**src/rtl/alu_seq.sv**
```systemverilog
// alu_seq: sequential MIPS32 execute unit.
// One operation is accepted at a time over a valid/ready handshake.
// Logic and arithmetic ops finish in one cycle. Shifts run one bit per cycle.
// The result is held until the consumer takes it.
//
// Handshake: an input transfer happens on a rising edge where
// in_valid & in_ready. An output transfer happens on a rising edge where
// out_valid & out_ready. Neither side may retract an offered item before
// its transfer. in_valid is ignored while in_ready is low.
module alu_seq #(
  parameter int WIDTH = 32,
  parameter int SHW   = 5
) (
  input  logic             clk,
  input  logic             reset,
  input  logic             in_valid,
  output logic             in_ready,
  input  logic [3:0]       ctrl,
  input  logic [WIDTH-1:0] a,
  input  logic [WIDTH-1:0] b,
  input  logic [SHW-1:0]   shamt,
  output logic             out_valid,
  input  logic             out_ready,
  output logic [WIDTH-1:0] result,
  output logic             zero
);

  typedef enum logic [1:0] {
    S_IDLE  = 2'd0,
    S_SHIFT = 2'd1,
    S_DONE  = 2'd2
  } state_t;

  state_t           state_q, state_d;
  logic             in_ready_q, in_ready_d;
  logic             out_valid_q, out_valid_d;
  logic [WIDTH-1:0] result_q, result_d;
  logic             zero_q, zero_d;
  logic [WIDTH-1:0] sreg_q, sreg_d;
  logic [SHW-1:0]   cnt_q, cnt_d;
  // Shift kind: ctrl[1:0] of a shift code (00 sll, 01 srl, 10 sra).
  logic [1:0]       kind_q, kind_d;

  logic             accept;
  logic             is_shift;
  logic [WIDTH-1:0] one_cycle_res;
  logic [WIDTH-1:0] sreg_step;

  assign accept   = in_valid & in_ready_q;
  assign is_shift = (ctrl == 4'b0000) || (ctrl == 4'b0001) || (ctrl == 4'b0010);

  // Result of every op that completes on the accept edge. A shift code
  // only reaches this path with shamt == 0, so its result is b.
  always_comb begin
    one_cycle_res = '0;
    case (ctrl)
      4'b0000, 4'b0001, 4'b0010: one_cycle_res = b;
      4'b0011: one_cycle_res = a + b;
      4'b0100: one_cycle_res = a - b;
      4'b0101: one_cycle_res = a & b;
      4'b0110: one_cycle_res = a | b;
      4'b0111: one_cycle_res = a ^ b;
      4'b1000: one_cycle_res = ~(a | b);
      4'b1001: one_cycle_res = {{(WIDTH-1){1'b0}}, ($signed(a) < $signed(b))};
      4'b1010: one_cycle_res = {b[15:0], {(WIDTH-16){1'b0}}};
      default: one_cycle_res = '0;
    endcase
  end

  // One-bit step of the shift register in the latched direction and type.
  always_comb begin
    sreg_step = sreg_q;
    case (kind_q)
      2'b00:   sreg_step = {sreg_q[WIDTH-2:0], 1'b0};
      2'b01:   sreg_step = {1'b0, sreg_q[WIDTH-1:1]};
      2'b10:   sreg_step = {sreg_q[WIDTH-1], sreg_q[WIDTH-1:1]};
      default: sreg_step = sreg_q;
    endcase
  end

  // Next-state and registered-output logic for the IDLE/SHIFT/DONE FSM.
  always_comb begin
    state_d     = state_q;
    in_ready_d  = in_ready_q;
    out_valid_d = out_valid_q;
    result_d    = result_q;
    zero_d      = zero_q;
    sreg_d      = sreg_q;
    cnt_d       = cnt_q;
    kind_d      = kind_q;
    case (state_q)
      S_IDLE: begin
        if (accept) begin
          in_ready_d = 1'b0;
          if (is_shift && (shamt != '0)) begin
            sreg_d  = b;
            cnt_d   = shamt;
            kind_d  = ctrl[1:0];
            state_d = S_SHIFT;
          end else begin
            result_d    = one_cycle_res;
            zero_d      = (one_cycle_res == '0);
            out_valid_d = 1'b1;
            state_d     = S_DONE;
          end
        end
      end
      S_SHIFT: begin
        sreg_d = sreg_step;
        cnt_d  = cnt_q - 1'b1;
        // The last step lands directly in the result register.
        if (cnt_q == {{(SHW-1){1'b0}}, 1'b1}) begin
          result_d    = sreg_step;
          zero_d      = (sreg_step == '0);
          out_valid_d = 1'b1;
          state_d     = S_DONE;
        end
      end
      S_DONE: begin
        if (out_ready) begin
          out_valid_d = 1'b0;
          in_ready_d  = 1'b1;
          state_d     = S_IDLE;
        end
      end
      default: begin
        state_d     = S_IDLE;
        in_ready_d  = 1'b1;
        out_valid_d = 1'b0;
      end
    endcase
  end

  // State register; reset wins over any simultaneous handshake.
  always_ff @(posedge clk) begin
    if (reset) begin
      state_q     <= S_IDLE;
      in_ready_q  <= 1'b1;
      out_valid_q <= 1'b0;
      result_q    <= '0;
      zero_q      <= 1'b0;
      sreg_q      <= '0;
      cnt_q       <= '0;
      kind_q      <= 2'b00;
    end else begin
      state_q     <= state_d;
      in_ready_q  <= in_ready_d;
      out_valid_q <= out_valid_d;
      result_q    <= result_d;
      zero_q      <= zero_d;
      sreg_q      <= sreg_d;
      cnt_q       <= cnt_d;
      kind_q      <= kind_d;
    end
  end

  assign in_ready  = in_ready_q;
  assign out_valid = out_valid_q;
  assign result    = result_q;
  assign zero      = zero_q;

endmodule

```
**config.mk**
```make
export PLATFORM = sky130hd
export DESIGN_NAME = alu_seq
export DESIGN_NICKNAME = d
export VERILOG_FILES = /design/src/rtl/alu_seq.sv
export SDC_FILE = /design/constraint.sdc
export NUM_CORES = 1
export LEC_CHECK = 0
export CORE_MARGIN = 1
export CORE_UTILIZATION = 50
export DETAILED_ROUTE_END_ITERATION = 12
export PLACE_DENSITY = 0.83
export SLEW_MARGIN = 40
export SYNTH_ARGS = -nofsm -noshare
export SYNTH_HDL_FRONTEND = slang
export SYNTH_SLANG_ARGS = --single-unit
```
**constraint.sdc**
```tcl
create_clock -name clk -period 8.17 [get_ports clk]
set_input_delay 1.634 -clock clk [delete_from_list [all_inputs] [get_ports clk]]
set_output_delay 1.634 -clock clk [all_outputs]
set_load 0.05 [all_outputs]
```
==> impl_metrics.csv <==
group,metric,value,unit
run_status,run_status,"finished clean",
synthesis,synth_cell_types,84,
clock_tree,insertion_delay,340,ps
route,drtIter0Drc,1637,
grt,grt_max_degree,82,
grt,grtUsageTotal,41.1,%
route,antenna_left,0,
synthesis,synth_ff_type,"dfxtp_1",
timing,period_needed,6250,ps
floorplan,fp-row-count,52,
synthesis,yosysSeqAreaShare,14.4,%
floorplan,core_area,20500,um2
place,gp_congestion,1.03,
power_and_ir_drop,ir_worst_vdd,110,uV
synthesis,async_reset_ff_share,0,%
timing,fin_skew,6.67,ps
setup_path,cpPeakStageDelay,820,ps
power_and_ir_drop,p_leak,4.76,nW
grt,grt_pass1_vias,11800,
synthesis,synthCells,1555,
timing,clock.fmax,160,MHz
timing,fin_crit_sh,76.5,%
route,drc_errors,0,
route,dr_total_vias,12800,
synthesis,netlist_area,10600,um2
clock_tree,cts.clk_slew.worst_paths,60,ps
setup_path,cp-end-kind,"register",
grt,overflow,0,
clock_tree,root_buffer,"clkbuf_16",
layout,finalNetCount,1776,
floorplan,die_area,21800,um2
setup_path,crit_type,"input pin to register",
power_and_ir_drop,power_density,135,nW/um2
setup_path,worstPathCellList,"clkdlybuf4s50_1 > inv_1 > ha_1 > or4_1 > a211oi_1 > o31a_1 > o31ai_1 > mux2i_1 > a2bb2oi_1 > or4b_1 > nor4b_1 > nand4_1 > o32ai_2",
hold_path,hp-class,"register to register",
route,dr.pass1.iters,7,
layout,final_layout_size_suffix_gt1_share,5.02,%
synthesis,synth.largest_area_cell,"dfxtp_1",
synthesis,yosysMostFrequentCell,"nor2_1",
setup_path,start_kind,"input pin",
timing,rsz0062_at_grt,"false",
floorplan,initial_utilization,51.7,%
place,port_buffers,111,
timing,fin_setup_tns,0,ps
timing,finalSetupViolCount,0,
clock_tree,cts_resized,0,
grt,antenna_found_initial,0,
clock_tree,cts_buffer_depth,2,
clock_tree,numCtsBuffers,9,
synthesis,syn-num-nets,1742,
clock_tree,cts_sinks,76,
floorplan,die_h,148,um
setup_path,cpLargestDelayFamily,"simple AND/OR/NAND/NOR gates",
clock_tree,post_cts_buffers,0,
route,routed_wl,45.2,mm
synthesis,synth_edf_count,0,
synthesis,ys_seq_elements,76,
layout,fin_cells,1864,
route,wl_per_cell,24.3,um
timing,finalHoldViolCount,0,
place,place_hpwl,34.5,mm
synthesis,syn_area_per_cell,6.82,um2
synthesis,netlist_top_cells_area,"dfxtp_1 14%, ha_1 13%, nor2_1 6.8%, o21ai_0 5.5%, a21oi_1 5.0%",
setup_path,cp_max_fo,13,
synthesis,synth_common_cells,"191 x nor2_1, 132 x nand2_1, 117 x o21ai_0, 108 x ha_1, 105 x a21oi_1",
route,vias_per_cell,6.87,
clock_tree,h-tree-depth,3,
place,placed_cells,1848,
floorplan,die_w,148,um
setup_path,cp.required,8420,ps
floorplan,ios,112,
clock_tree,cts_tree,"yes",
grt,grt_pass1_wl,69.1,mm
timing,relSlewSlack,37.7,%
timing,tightest_slew,935,ps
synthesis,yosysTopAreaCellShare,14.4,%
setup_path,crit_buf_inv,2,
setup_path,crit_slowest_cell,"clkdlybuf4s50_1",
layout,area_growth,14.7,%
clock_tree,cts_hold_buf,0,
synthesis,synth_warnings,0,
layout,antennaDiodeCount,0,
timing,finalMaxSlewViolations,0,
setup_path,arrival,6500,ps
run,maxCapViolCount,0,
## sequential cells by signal (all words and copies together), names as in the netlist
| signal | cells |
|---|---|
| sreg_q | 32 |
| in_ready | 1 |
| zero | 1 |
| cnt_q | 5 |
| kind_q | 2 |
| result | 32 |
| out_valid | 1 |
| state_q | 2 |
## per-stage QoR
step / power [mW] / setup WS, ps / utilization, % / hold slack [ps] / area, um2
after floorplan: 0.932 / 3310 / - / 457 / 10600
after global placement: 1.20 / 1900 / 57.7 / 446 / 11800
after detailed placement: 1.20 / 1760 / 57.8 / 454 / 11800
after CTS: 1.61 / 2100 / 59.3 / 473 / 12200
after global routing: 1.71 / 1880 / 59.3 / 500 / 12200
final: 1.64 / 1920 / 59.3 / 484 / 12200
## worst reg2reg max path, cell delays in order, from the launching register on
cell	delay, ps
dfxtp_1	600
nand2b_2	200
buf_4	510
o21ai_0	250
a211oi_1	280
nand4_1	130
nor2_1	110
o2111ai_1	110
nor3_1	310
nand4_1	130
nor4b_1	490
nand4_1	170
o32ai_2	290
## area by class of cell
type,count,area (um2)
Fill cell,2024,8340
Multi-Input combinational cell,1262,8290
Sequential cell,76,1520
Timing Repair Buffer,137,1310
Inverter,103,387
Tap cell,270,338
Clock buffer,9,225
Clock inverter,7,82.6
## final timing paths
path / endpoint / slack (ps) / depth (start not counted) / from
setup / recovery: zero / 1920 / 13 / b[10]
hold reg to reg: result[31] / 480 / 2 / result[31]
hold / removal: result[31] / 480 / 2 / result[31]
setup reg to reg: zero / 4490 / 12 / state_q[1]
## cells in the final DEF (no fill, tap or decap), drive strengths merged, types with 23 or more instances in the layout
| master | synthesis | layout |
|---|---|---|
| a211oi | 44 | 44 |
| a21oi | 106 | 106 |
| buf | 26 | 27 |
| clkdlybuf4s50 | 0 | 110 |
| dfxtp | 76 | 76 |
| ha | 108 | 108 |
| inv | 102 | 105 |
| nand2 | 132 | 132 |
| nand2b | 26 | 26 |
| nand3 | 31 | 31 |
| nor2 | 191 | 191 |
| nor2b | 29 | 29 |
| nor3 | 50 | 50 |
| o211ai | 35 | 35 |
| o21ai | 118 | 118 |
| o31ai | 23 | 23 |
| or3 | 28 | 28 |
## kinds of logic (layout without fill, tap and decap cells)
logic type | Yosys count | in the layout | synth area share (%)
XOR/XNOR | 14 | 14 | 1.16
AND/OR/NAND/NOR | 585 | 585 | 26.8
flip-flops | 76 | 76 | 14.4
adder cells (fa/ha/maj) | 110 | 110 | 13.1
AO/OA/AOI/OAI | 536 | 536 | 35.0
buffers and inverters | 217 | 256 | 8.00
multiplexers | 17 | 17 | 1.61
## where the power goes
part	total, mW	switching [mW]	internal (mW)	leakage, nW
clock	0.415	0.173	0.241	0.145
combinational	0.796	0.522	0.274	3.99
sequential	0.428	0.0247	0.404	0.622
## layer usage
layer	wire length (um)	GRT usage (%)	vias up
li1	-	-	5781
met1	17900	54.6	6048
met2	20200	65.0	839
met3	4760	5.65	137
met4	2360	20.6	0
met5	0	0	-
Power figures use the tool's default switching activity.
